<file path="config.mk">
export PLATFORM = sky130hd
export DESIGN_NAME = featuremap_accum
export DESIGN_NICKNAME = d
export VERILOG_FILES = /design/src/rtl/featuremap_accum.sv
export SDC_FILE = /design/constraint.sdc
export NUM_CORES = 1
export LEC_CHECK = 0
export CORE_ASPECT_RATIO = 0.75
export CORE_UTILIZATION = 35
export CTS_BUF_LIST = sky130_fd_sc_hd__clkbuf_8
export CTS_CLUSTER_SIZE = 8
export DETAILED_ROUTE_END_ITERATION = 6
export SYNTH_ARGS = -nofsm -noshare
export SYNTH_HDL_FRONTEND = slang
export SYNTH_SLANG_ARGS = --single-unit
export TNS_END_PERCENT = 10
</file>
<file path="constraint.sdc">
create_clock -name clk -period 2.35 [get_ports clk]
set_input_delay 0.705 -clock clk [delete_from_list [all_inputs] [get_ports clk]]
set_output_delay 0.705 -clock clk [all_outputs]
set_load 0.02 [all_outputs]
</file>
<file path="src/rtl/featuremap_accum.sv">
`default_nettype none
// ============================================================================
// Module   : featuremap_accum
// Purpose  : Merges the per-input-channel conv2d5x5 partial results of one
//            output feature map into a single stream. Channel results that
//            arrive with different skew are captured and aligned, then summed
//            together with BIAS in a pipelined adder tree. The result is
//            saturated to DATA_WIDTH.
// Revision : 1.0 - initial parametrised release
// ----------------------------------------------------------------------------
// Parameters:
//   DATA_WIDTH - signed width of each channel input and of data_out
//   FRAC_BITS  - fractional bits (meaningful only for BIAS; arithmetic is int)
//   NUM_CH     - number of input channels (>= 1)
//   BIAS       - signed bias added to every sum, same Q format as the inputs
// Ports:
//   clk       in   rising-edge clock
//   rst       in   synchronous active-high reset
//   data_in   in   NUM_CH*DATA_WIDTH, channel k at [k*DATA_WIDTH +: DATA_WIDTH]
//   valid_in  in   NUM_CH, bit k qualifies channel k for one cycle
//   data_out  out  DATA_WIDTH saturated sum (holds when valid_out=0)
//   valid_out out  one-cycle strobe per completed channel set
//   overrun   out  sticky: a channel re-sent before its set was launched
// Latency  : clog2(NUM_CH+1)+2 cycles from the last captured channel.
// Options  : define FEATUREMAP_ACCUM_RELU_EN to clamp negative results to 0.
// ============================================================================
module featuremap_accum #(
    parameter int                     DATA_WIDTH = 24,
    parameter int                     FRAC_BITS  = 16,
    parameter int                     NUM_CH     = 6,
    parameter logic [DATA_WIDTH-1:0]  BIAS       = '0
) (
    input  logic                         clk,
    input  logic                         rst,
    input  logic [NUM_CH*DATA_WIDTH-1:0] data_in,
    input  logic [NUM_CH-1:0]            valid_in,
    output logic [DATA_WIDTH-1:0]        data_out,
    output logic                         valid_out,
    output logic                         overrun
);

    // Number of tree nodes at a given level (level 0 = the NUM_CH+1 leaves).
    function automatic int node_cnt(input int lvl);
        int n;
        n = NUM_CH + 1;
        for (int i = 0; i < lvl; i++) n = (n + 1) / 2;
        return n;
    endfunction

    // Offset of a level's first node in the flattened node array.
    function automatic int node_off(input int lvl);
        int o;
        o = 0;
        for (int i = 0; i < lvl; i++) o = o + node_cnt(i);
        return o;
    endfunction

    localparam int c_levels = $clog2(NUM_CH + 1);
    localparam int ACC_W    = DATA_WIDTH + c_levels;
    localparam int c_ext    = ACC_W - DATA_WIDTH;
    localparam int c_total  = node_off(c_levels + 1);

    localparam logic signed [ACC_W-1:0] c_sat_max =
        {{(c_ext + 1){1'b0}}, {(DATA_WIDTH - 1){1'b1}}};
    localparam logic signed [ACC_W-1:0] c_sat_min =
        {{(c_ext + 1){1'b1}}, {(DATA_WIDTH - 1){1'b0}}};

    generate
        if (NUM_CH < 1 || FRAC_BITS < 0 || FRAC_BITS >= DATA_WIDTH) begin : g_param_check
            $error("featuremap_accum: illegal NUM_CH or FRAC_BITS");
        end
    endgenerate

    // ------------------------------------------------------------------
    // Capture / alignment
    // ------------------------------------------------------------------
    logic [DATA_WIDTH-1:0]       r_hold [NUM_CH];
    logic [NUM_CH-1:0]           r_flag;
    logic                        r_overrun;
    logic                        w_launch;
    logic [NUM_CH-1:0]           w_ovr;

    assign w_launch = &r_flag;
    // A repeat valid only counts as overrun when the held value cannot be
    // consumed this cycle; in a launch cycle it simply starts the next set.
    assign w_ovr    = valid_in & r_flag & {NUM_CH{~w_launch}};

    always_ff @(posedge clk) begin
        if (rst) begin
            r_flag    <= '0;
            r_hold    <= '{default: '0};
            r_overrun <= 1'b0;
        end else begin
            for (int k = 0; k < NUM_CH; k++) begin
                // Set wins over the launch clear so full-rate streaming works.
                if (valid_in[k] && (!r_flag[k] || w_launch)) begin
                    r_hold[k] <= data_in[k*DATA_WIDTH +: DATA_WIDTH];
                    r_flag[k] <= 1'b1;
                end else if (w_launch) begin
                    r_flag[k] <= 1'b0;
                end
            end
            if (|w_ovr) r_overrun <= 1'b1;
        end
    end

    assign overrun = r_overrun;

    // ------------------------------------------------------------------
    // Adder tree: all levels flattened into one array. Level 0 holds the
    // sign-extended leaves; each further level pairs the previous one, with
    // an odd last node registered straight through to keep stages aligned.
    // ------------------------------------------------------------------
    logic signed [ACC_W-1:0] r_node [c_total];
    logic [c_levels:0]       r_vld;

    always_ff @(posedge clk) begin
        if (rst) begin
            r_node <= '{default: '0};
            r_vld  <= '0;
        end else begin
            r_vld <= {r_vld[c_levels-1:0], w_launch};
            if (w_launch) begin
                for (int k = 0; k < NUM_CH; k++) begin
                    r_node[k] <= {{c_ext{r_hold[k][DATA_WIDTH-1]}}, r_hold[k]};
                end
                r_node[NUM_CH] <= {{c_ext{BIAS[DATA_WIDTH-1]}}, BIAS};
            end
            for (int l = 1; l <= c_levels; l++) begin
                for (int n = 0; n < node_cnt(l); n++) begin
                    if (2 * n + 1 < node_cnt(l - 1)) begin
                        r_node[node_off(l) + n] <= r_node[node_off(l - 1) + 2 * n]
                                                 + r_node[node_off(l - 1) + 2 * n + 1];
                    end else begin
                        r_node[node_off(l) + n] <= r_node[node_off(l - 1) + 2 * n];
                    end
                end
            end
        end
    end

    // ------------------------------------------------------------------
    // Output stage: saturate (and optionally rectify), then register
    // ------------------------------------------------------------------
    logic signed [ACC_W-1:0] w_sum;
    logic [DATA_WIDTH-1:0]   w_sat;
    logic [DATA_WIDTH-1:0]   w_res;

    assign w_sum = r_node[c_total-1];

    always_comb begin
        w_sat = w_sum[DATA_WIDTH-1:0];
        if (w_sum > c_sat_max) begin
            w_sat = {1'b0, {(DATA_WIDTH - 1){1'b1}}};
        end else if (w_sum < c_sat_min) begin
            w_sat = {1'b1, {(DATA_WIDTH - 1){1'b0}}};
        end
    end

`ifdef FEATUREMAP_ACCUM_RELU_EN
    assign w_res = w_sat[DATA_WIDTH-1] ? '0 : w_sat;
`else
    assign w_res = w_sat;
`endif

    always_ff @(posedge clk) begin
        if (rst) begin
            data_out  <= '0;
            valid_out <= 1'b0;
        end else begin
            valid_out <= r_vld[c_levels];
            if (r_vld[c_levels]) data_out <= w_res;
        end
    end

endmodule
`default_nettype wire

</file>
==> Flow_metrics.wiki <==
{| class="wikitable"
! Metric !! Value
|-
| Path type of the worst min-delay path || input port to flip-flop
|-
| CP Data Arrival Time || 3.04 ns
|-
| Type of element launching the critical path || flip-flop
|-
| Input/output buffers || 177
|-
| H-tree Lvls || 3
|-
| Switching Share || 0.231
|-
| Iteration count of the initial detailed-routing pass || 7
|-
| Number of buffers between clock root and the deepest sink || 3
|-
| Clock tree from TritonCTS || built
|-
| Number of buffers and inverters on the critical path || 1
|-
| Highest clock frequency the design can meet || 408 MHz
|-
| Placed wire-length estimate || 42600 um
|-
| Most frequent cells in the layout || sky130_fd_sc_hd__nand2_1 (663), sky130_fd_sc_hd__dfxtp_1 (470), sky130_fd_sc_hd__a21oi_1 (412)
|-
| Fraction of layout cells with a size suffix above 1 || 0.116
|-
| Clock Sink Count || 478
|-
| Internal power || 12.8 mW
|-
| Number of synthesized flops with an enable pin || 0
|-
| Primary flip-flop cell chosen by synthesis mapping || sky130_fd_sc_hd__dfxtp_1
|-
| Post-synthesis simple-gate area fraction || 0.214
|-
| Peak supply drop || 0.342 mV
|-
| Hold violation total from the final report || 0
|-
| Unique masters post-synth || 77
|-
| Cell Pwr Density || 624 mW/mm^2
|-
| Initial cell density of the core || 0.354
|-
| Most frequent standard cell in the layout excluding fill and tap cells || sky130_fd_sc_hd__nand2_1
|-
| Share of synthesized cell area in full adder, half adder and majority cells || 0.0765
|-
| Top cell type by total area after synthesis || sky130_fd_sc_hd__dfxtp_1
|-
| Number of clock buffers inserted by TritonCTS || 83
|-
| Largest fanout on the critical path || 3
|-
| Worst-margin pin slew || 0.674 ns
|-
| Initial DRC Count || 1191
|-
| Antenna violations before repair || 7
|-
| Largest family of logic cells by synthesized area || simple AND/OR/NAND/NOR gates
|-
| Async S/R FF share, synth || 0
|-
| Count of vias placed by the detailed router || 18852
|-
| Cell Chain, Critical Path || ha_4 -> inv_2 -> fa_2 -> and2b_1 -> o2111ai_2 -> nor2b_4 -> o211a_1 -> o21a_1 -> or4_1 -> a21oi_1
|-
| Total congestion overflow || 0
|-
| Xor and xnor fraction of the mapped netlist area || 0.0306
|-
| First-pass GRT wire length || 92900 um
|-
| Post-CTS clock slew at the launch and capture registers of the worst setup and hold paths || 0.06 ns
|-
| Sw power || 3.86 mW
|-
| Site row count || 78
|-
| Share of power burned in registers || 0.500
|-
| Mean area per synthesized cell || 8.05 um^2
|-
| Routed WL per cell || 15.3 um
|-
| Vias/cell || 5.02
|-
| Run status || complete, but fails checks
|-
| Slowest cell delay on critical path || 0.47 ns
|-
| Width of the die || 288 um
|-
| Total Routing Usage GR || 0.182
|-
| Final Wtd Congestion || 0.896
|-
| Combined area of all synthesized cells || 0.0214 mm^2
|-
| Antenna-violating nets left || 0
|-
| Number of remaining DRC errors || 28
|-
| Worst setup slack after layout || -0.103 ns
|-
| Post-Route Hold Slack || 0.384 ns
|-
| Combinational share of power || 0.047
|-
| Failing checks || design-rule violations, negative setup slack
|-
| Setup total negative slack || -0.271 ns
|-
| Die area || 0.0622 mm^2
|-
| Post-placement cell area || 0.0246 mm^2
|-
| Filler cell count || 6056
|-
| Clock power frac || 0.453
|-
| Final cycle utilization of the critical path || 1.04
|-
| Endpoint type of the worst setup path || flip-flop
|-
| Mapped Cells || 2663
|-
| Layout Cell Area excl Fill || 0.0267 mm^2
|-
| Slew Viols, Final || 0
|-
| Type of the worst setup path || flip-flop to flip-flop
|-
| Static leakage || 10.9 nW
|-
| Share of the synthesized area in the top cell type || 0.446
|-
| Pin count of the biggest net entering global routing || 142
|-
| Flops & latches, synth || 478
|-
| Maximum clock skew at final layout || 0.0457 ns
|-
| RSZ-0062 raised after global routing || true
|-
| Crit path max-delay family || simple AND/OR/NAND/NOR gates
|-
| Setup violators final || 7
|-
| Post-synthesis sequential area ratio || 0.446
|-
| Critical path's slowest cell || sky130_fd_sc_hd__or4_1
|-
| Layout net count || 3185
|-
| Insertion delay to the later sink of the worst-skew pair || 0.67 ns
|-
| Max-cap viol count || 0
|-
| Die height || 216 um
|-
| Mapped Nets || 2943
|-
| Endpoint required time on the critical path || 2.93 ns
|-
| Vias in the first global route || 18258
|-
| Area delta synth->final || 24.8%
|-
| # IOs || 178
|-
| Post-layout min period || 2.45 ns
|-
| Leading post-synthesis cells by cell area || sky130_fd_sc_hd__dfxtp_1 (45%), sky130_fd_sc_hd__nand2_1 (12%), sky130_fd_sc_hd__a21oi_1 (9.9%), sky130_fd_sc_hd__ha_1 (7.2%), sky130_fd_sc_hd__nor2_1 (3.4%)
|-
| Slew margin rel. || 0.549
|-
| Mux share of post-synthesis cell area || 0.00770
|-
| Clock root buffer master || sky130_fd_sc_hd__clkbuf_8
|-
| Count of synthesis-stage warnings from yosys || 0
|-
| Core region area || 0.0605 mm^2
|-
| Final wirelength || 57300 um
|-
| Post-synthesis compound-gate area fraction || 0.192
|}
-- cell families (layout without fill, tap and decap cells) --
family                   count (synthesis)  after routing
AO/OA/AOI/OAI                          705            705
XOR/XNOR                                75             75
adder cells (fa/ha/maj)                128            128
buffers and inverters                  178            470
flip-flops                             478            478
multiplexers                            15             15
other                                    0              2
AND/OR/NAND/NOR                       1084           1084
-- per-layer routing --
metal / up-vias / global-route usage / routed length [um]
met3: 86 / 0.0427 / 2870
li1: 9589 / - / -
met1: 8802 / 0.270 / 29800
met2: 373 / 0.261 / 23500
met5: - / 0 / 9
met4: 2 / 0.0504 / 1110
-- per-stage QoR --
stage / instances / setup WS, ns / utilization / power [mW]
floorplan: 2663 / -0.0204 / - / 8.88
global placement: 3611 / -0.209 / 0.407 / 9.29
detailed placement: 3611 / -0.245 / 0.407 / 9.31
CTS: 3750 / -0.130 / 0.436 / 16.9
global route: 3756 / -0.216 / 0.442 / 17.5
finish: 3757 / -0.103 / 0.442 / 16.7
-- registers in the layout, indices dropped and copies added (netlist names) --
register / cells
w_sum: 27
valid_out: 1
overrun: 1
r_node: 271
r_hold: 144
r_vld: 4
r_flag: 6
data_out: 24
-- power by group through the flow --
stage / Sequential [mW] / Clock (mW) / Combinational, mW
detailed placement: 8.52 / 0 / 0.794
global route: 8.36 / 8.23 / 0.872
CTS: 8.34 / 7.80 / 0.796
floorplan: 8.49 / 0 / 0.389
finish: 8.35 / 7.56 / 0.789
global placement: 8.51 / 0 / 0.781
-- worst register-to-register path: stages, from the launching register on --
cell	delay, ns
sky130_fd_sc_hd__dfxtp_2	0.35
sky130_fd_sc_hd__ha_4	0.14
sky130_fd_sc_hd__inv_2	0.03
sky130_fd_sc_hd__fa_2	0.33
sky130_fd_sc_hd__and2b_1	0.23
sky130_fd_sc_hd__o2111ai_2	0.13
sky130_fd_sc_hd__nor2b_4	0.16
sky130_fd_sc_hd__o211a_1	0.22
sky130_fd_sc_hd__o21a_1	0.19
sky130_fd_sc_hd__or4_1	0.47
sky130_fd_sc_hd__a21oi_1	0.13
-- path summary, 6_finish.rpt --
check	slack (ns)	endpoint	start	cells after the start
worst max-delay path	-0.10	w_sum[18]$_SDFF_PP0_	r_node[27]$_SDFF_PP0_	10
worst min-delay path	0.38	w_sum[20]$_SDFF_PP0_	rst	2
worst max register to register	-0.10	w_sum[18]$_SDFF_PP0_	r_node[27]$_SDFF_PP0_	10
worst min register to register	0.43	r_vld[3]$_SDFF_PP0_	r_vld[2]$_SDFF_PP0_	1
-- synth_stat cells (15+ instances only) --
cell type                  count
sky130_fd_sc_hd__nand2_1     663
sky130_fd_sc_hd__a211oi_1     22
sky130_fd_sc_hd__a21o_1       50
sky130_fd_sc_hd__dfxtp_1     478
sky130_fd_sc_hd__a21oi_1     424
sky130_fd_sc_hd__clkbuf_1    111
sky130_fd_sc_hd__nor2b_1      55
sky130_fd_sc_hd__o21ai_0      64
sky130_fd_sc_hd__ha_1        123
sky130_fd_sc_hd__nand3_1      31
sky130_fd_sc_hd__xnor2_1      40
sky130_fd_sc_hd__o211ai_1     15
sky130_fd_sc_hd__nor3_1       51
sky130_fd_sc_hd__nor2_1      193
sky130_fd_sc_hd__o21a_1       21
sky130_fd_sc_hd__xor2_1       35
sky130_fd_sc_hd__and2_1       19
sky130_fd_sc_hd__o21bai_1     15
sky130_fd_sc_hd__inv_1        35
sky130_fd_sc_hd__buf_2        22
-- timing repair --
item / CTS / global route
hold buffers: 0 / 0
setup endpoints to repair: 50 / 69
resized for setup: 39 / 78
pin swaps: 19 / 25
setup buffers: 4 / 6
-- layout make-up --
class | count | area (um^2) | share of cell area
Multi-Input combinational cell | 2007 | 11600 | 0.433
Timing Repair Buffer | 300 | 2810 | 0.105
Tap cell | 800 | 1000 | 0.0374
Clock inverter | 37 | 289 | 0.0108
Sequential cell | 478 | 9580 | 0.358
Antenna cell | 2 | 5.00 | 0.000187
Clock buffer | 98 | 1350 | 0.0504
Inverter | 35 | 131 | 0.00491
No activity file was read; power rests on OpenSTA's default activity.
